File: src/rtl/ut_gen_pkg.sv
// ut_gen_pkg -- shared definitions for the ut_gen accumulator unit.
//   op_t      : 4-bit opcode encoding
//   state_t   : sequencer states (MUL state is only used when UT_GEN_MUL_EN is defined)
//   alu_res_t : ALU side-band result (op recognised + carry out)
package ut_gen_pkg;

    typedef enum logic [3:0] {
        OP_NOP  = 4'd0,
        OP_LDA  = 4'd1,
        OP_LDR  = 4'd2,
        OP_ADD  = 4'd3,
        OP_ADC  = 4'd4,
        OP_SUB  = 4'd5,
        OP_AND  = 4'd6,
        OP_OR   = 4'd7,
        OP_XOR  = 4'd8,
        OP_SHL  = 4'd9,
        OP_SHR  = 4'd10,
        OP_STA  = 4'd11,
        OP_CLC  = 4'd12,
        OP_SEC  = 4'd13,
        OP_MUL  = 4'd14,
        OP_NOP2 = 4'd15
    } op_t;

    typedef enum logic {
        IDLE = 1'b0,
        MUL  = 1'b1
    } state_t;

    // hit: opcode is one the ALU handles (3..10); acc/carry take y/carry when set
    typedef struct packed {
        logic hit;
        logic carry;
    } alu_res_t;

endpackage

File: src/rtl/ut_gen_alu.sv
// ut_gen_alu -- combinational ALU for opcodes ADD..SHR.
//   op_i    : opcode
//   a_i     : accumulator operand
//   b_i     : register operand r[src]
//   carry_i : current carry flag
//   y_o     : result (valid when res_o.hit)
//   res_o   : {hit, carry out}; logic ops pass carry_i through
module ut_gen_alu
    import ut_gen_pkg::*;
#(
    parameter int unsigned WIDTH = 8
) (
    input  logic [3:0]       op_i,
    input  logic [WIDTH-1:0] a_i,
    input  logic [WIDTH-1:0] b_i,
    input  logic             carry_i,
    output logic [WIDTH-1:0] y_o,
    output alu_res_t         res_o
);

    logic [WIDTH:0] sum_add;
    logic [WIDTH:0] sum_adc;

    assign sum_add = {1'b0, a_i} + {1'b0, b_i};
    assign sum_adc = sum_add + {{WIDTH{1'b0}}, carry_i};

    always_comb begin
        y_o         = '0;
        res_o.hit   = 1'b0;
        res_o.carry = carry_i;
        case (op_t'(op_i))
            OP_ADD: begin
                y_o         = sum_add[WIDTH-1:0];
                res_o.hit   = 1'b1;
                res_o.carry = sum_add[WIDTH];
            end
            OP_ADC: begin
                y_o         = sum_adc[WIDTH-1:0];
                res_o.hit   = 1'b1;
                res_o.carry = sum_adc[WIDTH];
            end
            OP_SUB: begin
                y_o         = a_i - b_i;
                res_o.hit   = 1'b1;
                res_o.carry = (a_i < b_i);
            end
            OP_AND: begin
                y_o       = a_i & b_i;
                res_o.hit = 1'b1;
            end
            OP_OR: begin
                y_o       = a_i | b_i;
                res_o.hit = 1'b1;
            end
            OP_XOR: begin
                y_o       = a_i ^ b_i;
                res_o.hit = 1'b1;
            end
            // shifts rotate through carry
            OP_SHL: begin
                y_o         = {a_i[WIDTH-2:0], carry_i};
                res_o.hit   = 1'b1;
                res_o.carry = a_i[WIDTH-1];
            end
            OP_SHR: begin
                y_o         = {carry_i, a_i[WIDTH-1:1]};
                res_o.hit   = 1'b1;
                res_o.carry = a_i[0];
            end
            default: ;
        endcase
    end

endmodule

File: src/rtl/ut_gen.sv
// ut_gen -- accumulator unit with register bank and optional shift-add multiplier.
// Optional feature macro: UT_GEN_MUL_EN (multiply opcode; without it opcode 14 is a NOP).
//   clk, rst_n          : clock, asynchronous active-low reset
//   ce                  : clock enable, holds all state when low
//   op, op_valid        : opcode and its valid strobe
//   op_ready            : unit can accept an opcode (low only while multiplying)
//   src_sel, dst_sel    : register bank indices
//   data_in             : immediate operand
//   data_out            : accumulator
//   carry, zero         : flags (zero derived from accumulator)
//   busy                : multiply in progress
module ut_gen
    import ut_gen_pkg::*;
#(
    parameter int unsigned WIDTH = 8,
    parameter int unsigned NREG  = 4
) (
    input  logic                    clk,
    input  logic                    rst_n,
    input  logic                    ce,
    input  logic [3:0]              op,
    input  logic                    op_valid,
    output logic                    op_ready,
    input  logic [$clog2(NREG)-1:0] src_sel,
    input  logic [$clog2(NREG)-1:0] dst_sel,
    input  logic [WIDTH-1:0]        data_in,
    output logic [WIDTH-1:0]        data_out,
    output logic                    carry,
    output logic                    zero,
    output logic                    busy
);

    localparam int unsigned SW = $clog2(NREG);

    logic [WIDTH-1:0] acc_q, acc_d;
    logic             carry_q, carry_d;
    logic [WIDTH-1:0] regs_q [NREG];
    logic [WIDTH-1:0] regs_d [NREG];

    logic [WIDTH-1:0] alu_y;
    alu_res_t         alu_res;
    logic             accept;

`ifdef UT_GEN_MUL_EN
    localparam int unsigned CW = $clog2(WIDTH);

    state_t           state_q, state_d;
    logic [CW-1:0]    cnt_q, cnt_d;
    logic [WIDTH-1:0] hi_q, hi_d;
    logic [WIDTH-1:0] lo_q, lo_d;
    logic [WIDTH-1:0] mcand_q, mcand_d;
    logic [SW-1:0]    dst_q, dst_d;
    logic [WIDTH:0]   step_sum;
    logic [WIDTH-1:0] step_hi;
    logic [WIDTH-1:0] step_lo;

    // One shift-add iteration: {hi,lo} starts as {0, multiplier}; conditionally add
    // the multiplicand to hi, then shift {sum, lo} right by one.
    assign step_sum = {1'b0, hi_q} + (lo_q[0] ? {1'b0, mcand_q} : '0);
    assign step_hi  = step_sum[WIDTH:1];
    assign step_lo  = {step_sum[0], lo_q[WIDTH-1:1]};

    assign busy     = (state_q == MUL);
    assign op_ready = (state_q == IDLE);
`else
    assign busy     = 1'b0;
    assign op_ready = 1'b1;
`endif

    assign accept   = ce & op_valid & op_ready;
    assign data_out = acc_q;
    assign carry    = carry_q;
    assign zero     = (acc_q == '0);

    ut_gen_alu #(
        .WIDTH (WIDTH)
    ) u_alu (
        .op_i    (op),
        .a_i     (acc_q),
        .b_i     (regs_q[src_sel]),
        .carry_i (carry_q),
        .y_o     (alu_y),
        .res_o   (alu_res)
    );

    always_comb begin
        acc_d   = acc_q;
        carry_d = carry_q;
        regs_d  = regs_q;
`ifdef UT_GEN_MUL_EN
        state_d = state_q;
        cnt_d   = cnt_q;
        hi_d    = hi_q;
        lo_d    = lo_q;
        mcand_d = mcand_q;
        dst_d   = dst_q;
`endif
        if (accept) begin
            case (op_t'(op))
                OP_LDA: acc_d = data_in;
                OP_LDR: regs_d[dst_sel] = data_in;
                OP_STA: regs_d[dst_sel] = acc_q;
                OP_CLC: carry_d = 1'b0;
                OP_SEC: carry_d = 1'b1;
`ifdef UT_GEN_MUL_EN
                // operands captured here so r[src] is read before any write-back
                OP_MUL: begin
                    state_d = MUL;
                    cnt_d   = '0;
                    hi_d    = '0;
                    lo_d    = regs_q[src_sel];
                    mcand_d = acc_q;
                    dst_d   = dst_sel;
                end
`endif
                default: begin
                    if (alu_res.hit) begin
                        acc_d   = alu_y;
                        carry_d = alu_res.carry;
                    end
                end
            endcase
        end
`ifdef UT_GEN_MUL_EN
        if (ce && (state_q == MUL)) begin
            hi_d  = step_hi;
            lo_d  = step_lo;
            cnt_d = cnt_q + CW'(1);
            if (cnt_q == CW'(WIDTH - 1)) begin
                state_d        = IDLE;
                cnt_d          = '0;
                acc_d          = step_lo;
                regs_d[dst_q]  = step_hi;
                carry_d        = 1'b0;
            end
        end
`endif
    end

    always_ff @(posedge clk or negedge rst_n) begin
        if (!rst_n) begin
            acc_q   <= '0;
            carry_q <= 1'b0;
            regs_q  <= '{default: '0};
`ifdef UT_GEN_MUL_EN
            state_q <= IDLE;
            cnt_q   <= '0;
            hi_q    <= '0;
            lo_q    <= '0;
            mcand_q <= '0;
            dst_q   <= '0;
`endif
        end else begin
            acc_q   <= acc_d;
            carry_q <= carry_d;
            regs_q  <= regs_d;
`ifdef UT_GEN_MUL_EN
            state_q <= state_d;
            cnt_q   <= cnt_d;
            hi_q    <= hi_d;
            lo_q    <= lo_d;
            mcand_q <= mcand_d;
            dst_q   <= dst_d;
`endif
        end
    end

endmodule

File: config.mk
export PLATFORM = sky130hd
export DESIGN_NAME = ut_gen
export DESIGN_NICKNAME = d
export VERILOG_FILES = /design/src/rtl/ut_gen_pkg.sv /design/src/rtl/ut_gen_alu.sv /design/src/rtl/ut_gen.sv
export SDC_FILE = /design/constraint.sdc
export NUM_CORES = 1
export LEC_CHECK = 0
export ABC_AREA = 1
export CELL_PAD_IN_SITES_DETAIL_PLACEMENT = 1
export CELL_PAD_IN_SITES_GLOBAL_PLACEMENT = 2
export CORE_UTILIZATION = 30
export DETAILED_ROUTE_END_ITERATION = 10
export PLACE_DENSITY_LB_ADDON = 0.1
export SYNTH_ARGS = -nofsm -noshare
export SYNTH_HDL_FRONTEND = slang
export SYNTH_HIERARCHICAL = 1
export SYNTH_SLANG_ARGS = --single-unit
File: constraint.sdc
create_clock -name clk -period 2.6 [get_ports clk]
set_clock_uncertainty 0.05 [all_clocks]
set_input_delay 0.39 -clock clk [delete_from_list [all_inputs] [get_ports clk]]
set_output_delay 0.39 -clock clk [all_outputs]
set_load 0.1 [all_outputs]
; ---- Yosys cells after proc, flatten, opt, wreduce, memory -nomap -nowiden
; Index checks and enable logic that the tools add are counted.
[totals]
mem_count = 0
register_bits = 41
rom_bits = 0
ram_bits = 0
latchBits = 0
word_cells = 61
[classes]
bitwise = 8
addsub = 3
eq_ne = 13
reduce_logical = 12
n_mul = 0
shift = 0
mux = 15
magnitude_cmp = 4
div_mod_pow = 0
[op_table]
columns = cell, count
row1 = bitwise mux 32 bit, 2
row2 = one-hot mux 32 bit (2 select lines), 1
row3 = one-hot mux 8 bit (8 select lines), 1
row4 = two-way mux 8 bit, 4
row5 = == test 4 bit (second input constant), 6
row6 = binary-select mux 8 bit (select 2 bit), 1
row7 = demux 8 bit (select 2 bit), 1
row8 = == test 4 x 3 -> 1 bit (second input constant), 4
row9 = one-hot mux 8 bit (2 select lines), 1
row10 = adder 8 x 8 -> 9 bit, 1
row11 = adder 9 x 1 -> 9 bit, 1
row12 = bitwise AND 8 bit, 1
row13 = == test 4 x 2 -> 1 bit (second input constant), 2
row14 = logical NOT 8 bit, 1
row15 = < comparator 8 bit, 1
row16 = bitwise OR 8 bit, 1
row17 = OR reduction 8 bit, 1
row18 = subtractor 8 bit, 1
row19 = bitwise XOR 8 bit, 1
row20 = nonzero test 7 bit, 1
row21 = greater-or-equal comparator 3 bit (second input constant), 2
row22 = NOT 2 -> 3 bit, 2
row23 = one-hot mux 1 bit (5 select lines), 1
row24 = == test 4 x 1 -> 1 bit (second input constant), 1
row25 = other kinds (13), 16

; ---- Depth between registers and ports, before layout
[depth]
ltp_word = 9
mapped_depth = 22
mapped_depth_nobuf = 21

; ---- Hierarchy
; Netlist, hierarchy kept.
[by_module_without_submodules]
columns = module, instances, cells_each, area_each_um2
row1 = ut_gen, 1, 286, 2245.9
row2 = ut_gen_alu, 1, 266, 1602.8

; ---- Least setup slack after synthesis
; No wires, ideal clock.
[synth_path]
path_type = register to register
from = reg acc_q[1], in the netlist data_out[1]
to = reg carry_q, in the netlist carry
setup_ps = 125
path_buffers = 0
required_ps = 2425
slack_ps = -486
stages_incl_launch_ff = 16
synth_period_minus_slack_ps = 3086
arrival_time_ps = 2911
path_cell_list = dfrtp_1 -> inv_1 -> fa_1 -> inv_1 -> ha_1 -> inv_1 -> nor2_1 -> nand3_2 -> nor2_2 -> nand4_1 -> nand3_1 -> nand3_1 -> nor2_1 -> nor2_1 -> nand2_1 -> nand2_1
[synth_lines]
columns = item, line
row1 = start: declaration, ut_gen.sv:35  ; logic [WIDTH-1:0] acc_q, acc_d;
row2 = start signal: assignment, ut_gen.sv:142  ; acc_q <= '0;
row3 = start signal: assignment, ut_gen.sv:154  ; acc_q <= acc_d;
row4 = end signal: assignment, ut_gen.sv:155  ; carry_q <= carry_d;
row5 = end: declaration, ut_gen.sv:36  ; logic carry_q, carry_d;

; ---- Worst setup path after layout
[layout_path]
from = in src_sel[0]
to = reg acc_q[7], in the netlist data_out[7]
[layout_between]
elab_chain_cells = 9
word_cells_on_any_way = 13
[layout_lines]
columns = item, line
row1 = start: declaration, ut_gen.sv:24  ; input logic [$clog2(NREG)-1:0] src_sel,
row2 = NOT 2 -> 3 bit (not written as such) (*), ut_gen.sv:80  ; .b_i (regs_q[src_sel]),
row3 = binary-select mux 8 bit (select 2 bit) (*), ut_gen.sv:80
row4 = two-way mux 8 bit (not written as such) (*) (2 in series), ut_gen.sv:80
row5 = adder 8 x 8 -> 9 bit, ut_gen_alu.sv:24  ; assign sum_add = {1'b0, a_i} + {1'b0, b_i};
row6 = adder 9 x 1 -> 9 bit, ut_gen_alu.sv:25  ; assign sum_adc = sum_add + {{WIDTH{1'b0}}, carry_i};
row7 = one-hot mux 8 bit (8 select lines) (*), ut_gen_alu.sv:31  ; case (op_t'(op_i))
row8 = named net alu_y[7], ut_gen.sv:40  ; logic [WIDTH-1:0] alu_y;
row9 = two-way mux 8 bit (*), ut_gen.sv:117  ; if (alu_res.hit) begin
row10 = one-hot mux 8 bit (2 select lines) (*), ut_gen.sv:99  ; case (op_t'(op))
; Mark *: on every way through the listed nets, which the timed path passes. The rest lies on a longest branch. The select of a mux whose other input is x is not followed.
; A chain may end at the register's enable or synchronous reset.

==> impl_metrics.csv <==
group,metric,value,unit
clock_network,numCtsBuffers,5,
clock_network,max-clock-path-buffers,2,
sta,fmax,0.3729,GHz
logic_synthesis,synth-async-reset-ratio,1.000,
finish,antennaDiodeCount,0,
placed_design,gp_congestion,0.8715,
clock_network,root_buffer,"clkbuf_16",
floorplan,initial_core_util,0.3062,
run,cap_violations,0,
logic_synthesis,synth-edff-count,0,
worst_setup_path,timing.setup.critical_path_class,"in2reg",
floorplan,die_w,115.3,um
logic_synthesis,synth-warning-count,6,
logic_synthesis,netlist_top_cells_area,"dfrtp_1 (27%), nand2_1 (14%), ha_1 (8.5%)",
global_route,grt_pass1_wl,22.81,mm
run_status,outcome,"finished with violations",
worst_setup_path,cp_data_arrival_time,2.85,ns
drt,drcViolationCount,0,
run_status,failed_checks,"setup timing",
worst_setup_path,crit_path_end_kind,"flip-flop",
global_route,via_count_of_the_first_global_routing_pass,4331,
sta,rsz0062_at_grt,"yes",
logic_synthesis,netlist_instances,552,
global_route,track_usage,0.2246,
worst_setup_path,crit_fanout,6,
sta,worst_slew_pin_slew,0.8245,ns
finish,multi_input_comb_area,0.002773,mm2
power_and_ir_drop,power_leakage,2.577,nW
global_route,global_route_congestion_overflow_total,0,
floorplan,die_area,0.01329,mm2
drt,routed-via-count,4041,
drt,drt_iter0_drc,191,
drt,routed_via_count_divided_by_cell_count,4.845,
clock_network,clkLatencyLatePin,0.28,ns
logic_synthesis,netlist.top_cell.by_area,"dfrtp_1",
finish,final-seq-area,0.001039,mm2
power_and_ir_drop,vdd_drop_max,385.3,uV
worst_setup_path,cp-startpoint,"src_sel[0]",
clock_network,cts_hold_buffers,0,
placed_design,numPortBuffers,29,
finish,postLayoutCoreUtil,0.4330,
finish,num-fill-cells,1599,
global_route,maximum_number_of_pins_on_one_net_before_global_route_repair,35,
worst_setup_path,critPathLaunchType,"input pin",
drt,routed_wirelength,13.96,mm
floorplan,core_box_area,0.01257,mm2
sta,timing.final.ws_setup,-0.08198,ns
sta,final_max_slew_viol_count,0,
finish,layout.nets,709,
sta,period_share,1.032,
worst_setup_path,critical_path_required,2.76,ns
sta,setup_violations,5,
drt,detailed_routing_iteration_count_for_the_pre_antenna_repair_pass,4,
floorplan,floorplan.io_pins,32,
clock_network,clock_tree.htree_level_count,2,
finish,area_delta_synth_final,41.38,%
power_and_ir_drop,power.density_cell_area,697.6,mW/mm2
finish,final_layout_size_suffix_gt1_frac,0.3414,
floorplan,rows,41,
drt,detail_route.wl_per_cell,16.74,um
clock_network,clkSlewWorstSetupHoldPaths,0.06,ns
clock_network,cts.sinks,41,
logic_synthesis,sequential_element_share_of_the_synthesized_area,0.2666,
logic_synthesis,number_of_nets_in_the_synthesized_netlist,600,
worst_setup_path,reg_to_reg_start,"regs_q[8]",
sta,final-hold-violation-count,0,
floorplan,chipHeight,115.3,um
logic_synthesis,ys_types,46,
drt,ant_nets,0,
logic_synthesis,mapped_cell_area,0.003849,mm2
logic_synthesis,synthDominantCellAreaShare,0.2666,
logic_synthesis,synth_ff_type,"dfrtp_1",
logic_synthesis,synth-seq-cells,41,
power_and_ir_drop,p_total,3.796,mW
worst_hold_path,holdCritPathClass,"in2async",
sta,worst_slew_margin_rel,0.4503,
logic_synthesis,syn_avg_cell_area,6.972,um2
clock_network,tritoncts,"yes",
placed_design,detailedPlacementHpwl,11.49,mm
global_route,grt_antenna_before_repair,0,
sta,min_period,2.682,ns
[worst paths after layout]
path,end,slack (ns),depth (start not counted)
max,data_out[7],-0.08,23
min,regs_q[6],0.15,1
max reg2reg,data_out[7],-0.07,20
min reg2reg,regs_q[19],0.44,2
max in group asynchronous,data_out[0],1.73,1
min in group clk,regs_q[19],0.44,2
[sequential cells by signal (all words and copies together) (netlist names)]
name and count:
data_out 8, regs_q 32, carry 1
[logic make-up (layout without fill, tap and decap cells)]
family | after synthesis | count (layout) | synth area share
compound gates | 121 | 121 | 0.1830
xor+xnor | 2 | 2 | 0.006504
fa+ha+maj | 28 | 28 | 0.09493
buf+inv | 88 | 198 | 0.1047
flops | 41 | 41 | 0.2666
other cells | 2 | 2 | 0.001951
simple gates | 270 | 270 | 0.3423
[metrics by stage]
step / hold slack (ns) / setup slack [ns] / area [um2] / instances / setup TNS (ns)
finish: 0.1533 / -0.08198 / 5441 / 834 / -0.2140
global route: 0.2205 / -0.2647 / 5441 / 834 / -1.290
CTS: 0.1843 / -0.1028 / 5324 / 834 / -0.4485
detailed placement: 0.4280 / -1.065 / 4920 / 822 / -7.965
global placement: 0.4171 / -0.9976 / 4920 / 822 / -7.303
floorplan: 0.04441 / -0.01934 / 3939 / 552 / -0.01934
[cells in the final DEF (no fill, tap or decap), types with 3 or more instances in the layout]
cell type        instances
dfrtp_2                  7
nand4_1                  7
clkdlybuf4s50_1         16
nand3_1                 36
nor2_4                   7
nand3_2                  9
ha_1                    16
nand3b_1                 3
ha_4                     8
nor2_2                   4
inv_1                   52
nand3_4                  8
nand2_4                  5
buf_4                   91
nor3_1                   4
o21ai_0                 16
dfrtp_1                 33
clkbuf_16                5
nand2_2                 11
o21ai_2                  7
nand2_1                132
o21ai_1                 45
inv_2                   18
o22ai_2                  8
o22ai_1                 11
a21oi_2                  5
a21oi_1                 16
nor2_1                  37
buf_6                    3
[worst max-delay path, stage by stage]
cell      delay, ns
buf_8          0.11
buf_6          0.13
inv_12         0.07
nor2_4         0.04
o22ai_4        0.23
ha_4           0.18
inv_2          0.04
fa_2           0.42
inv_2          0.11
nand3_4        0.08
nand2_2        0.09
nand2_2        0.07
nand2_4        0.09
nand3_4        0.09
nor2_4         0.11
nand2_1        0.06
nand2_1        0.07
nand3_2        0.08
nand3b_1       0.12
nand2_1        0.06
nand2_1        0.05
nand3_1        0.07
nand2_1        0.09
[routing by layer]
layer	track usage	vias up	wire length [um]
met4	0.04502	0	158
met2	0.4241	34	7389
li1	-	2051	-
met1	0.2791	1946	6208
met5	0	-	0
met3	0.01581	10	208
[report_power, final]
group / switching, mW / internal [mW]
Combinational: 1.42 / 0.881
Clock: 0.240 / 0.406
Sequential: 0.0936 / 0.753
Total: 1.75 / 2.04
[cell type report]
class / count / area share
clock buffer: 7 / 0.02805
clock inverter: 1 / 0.0009198
inverter: 74 / 0.05519
multi-input combinational: 423 / 0.5095
sequential: 41 / 0.1908
tap: 172 / 0.03955
timing repair buffer: 116 / 0.1759
[cells in the mapped netlist (5+ instances only)]
library cell  number
a21oi_1           20
dfrtp_1           41
nand3_4            5
buf_6              6
o21ai_0           26
o22ai_1           19
o21ai_1           37
ha_1              26
nand2_1          139
nand3_1           43
nor2_2             5
nand2_2            6
inv_1             64
inv_2              8
nand4_1            7
nand3_2            5
buf_4              5
nor2_1            41
o21ai_2            5
[repair_timing]
action                     CTS  global route
setup endpoints to repair    9             8
resized for setup           69            25
pin swaps                   27            23
setup buffers                4             1
(Power assumes the default switching activity.)
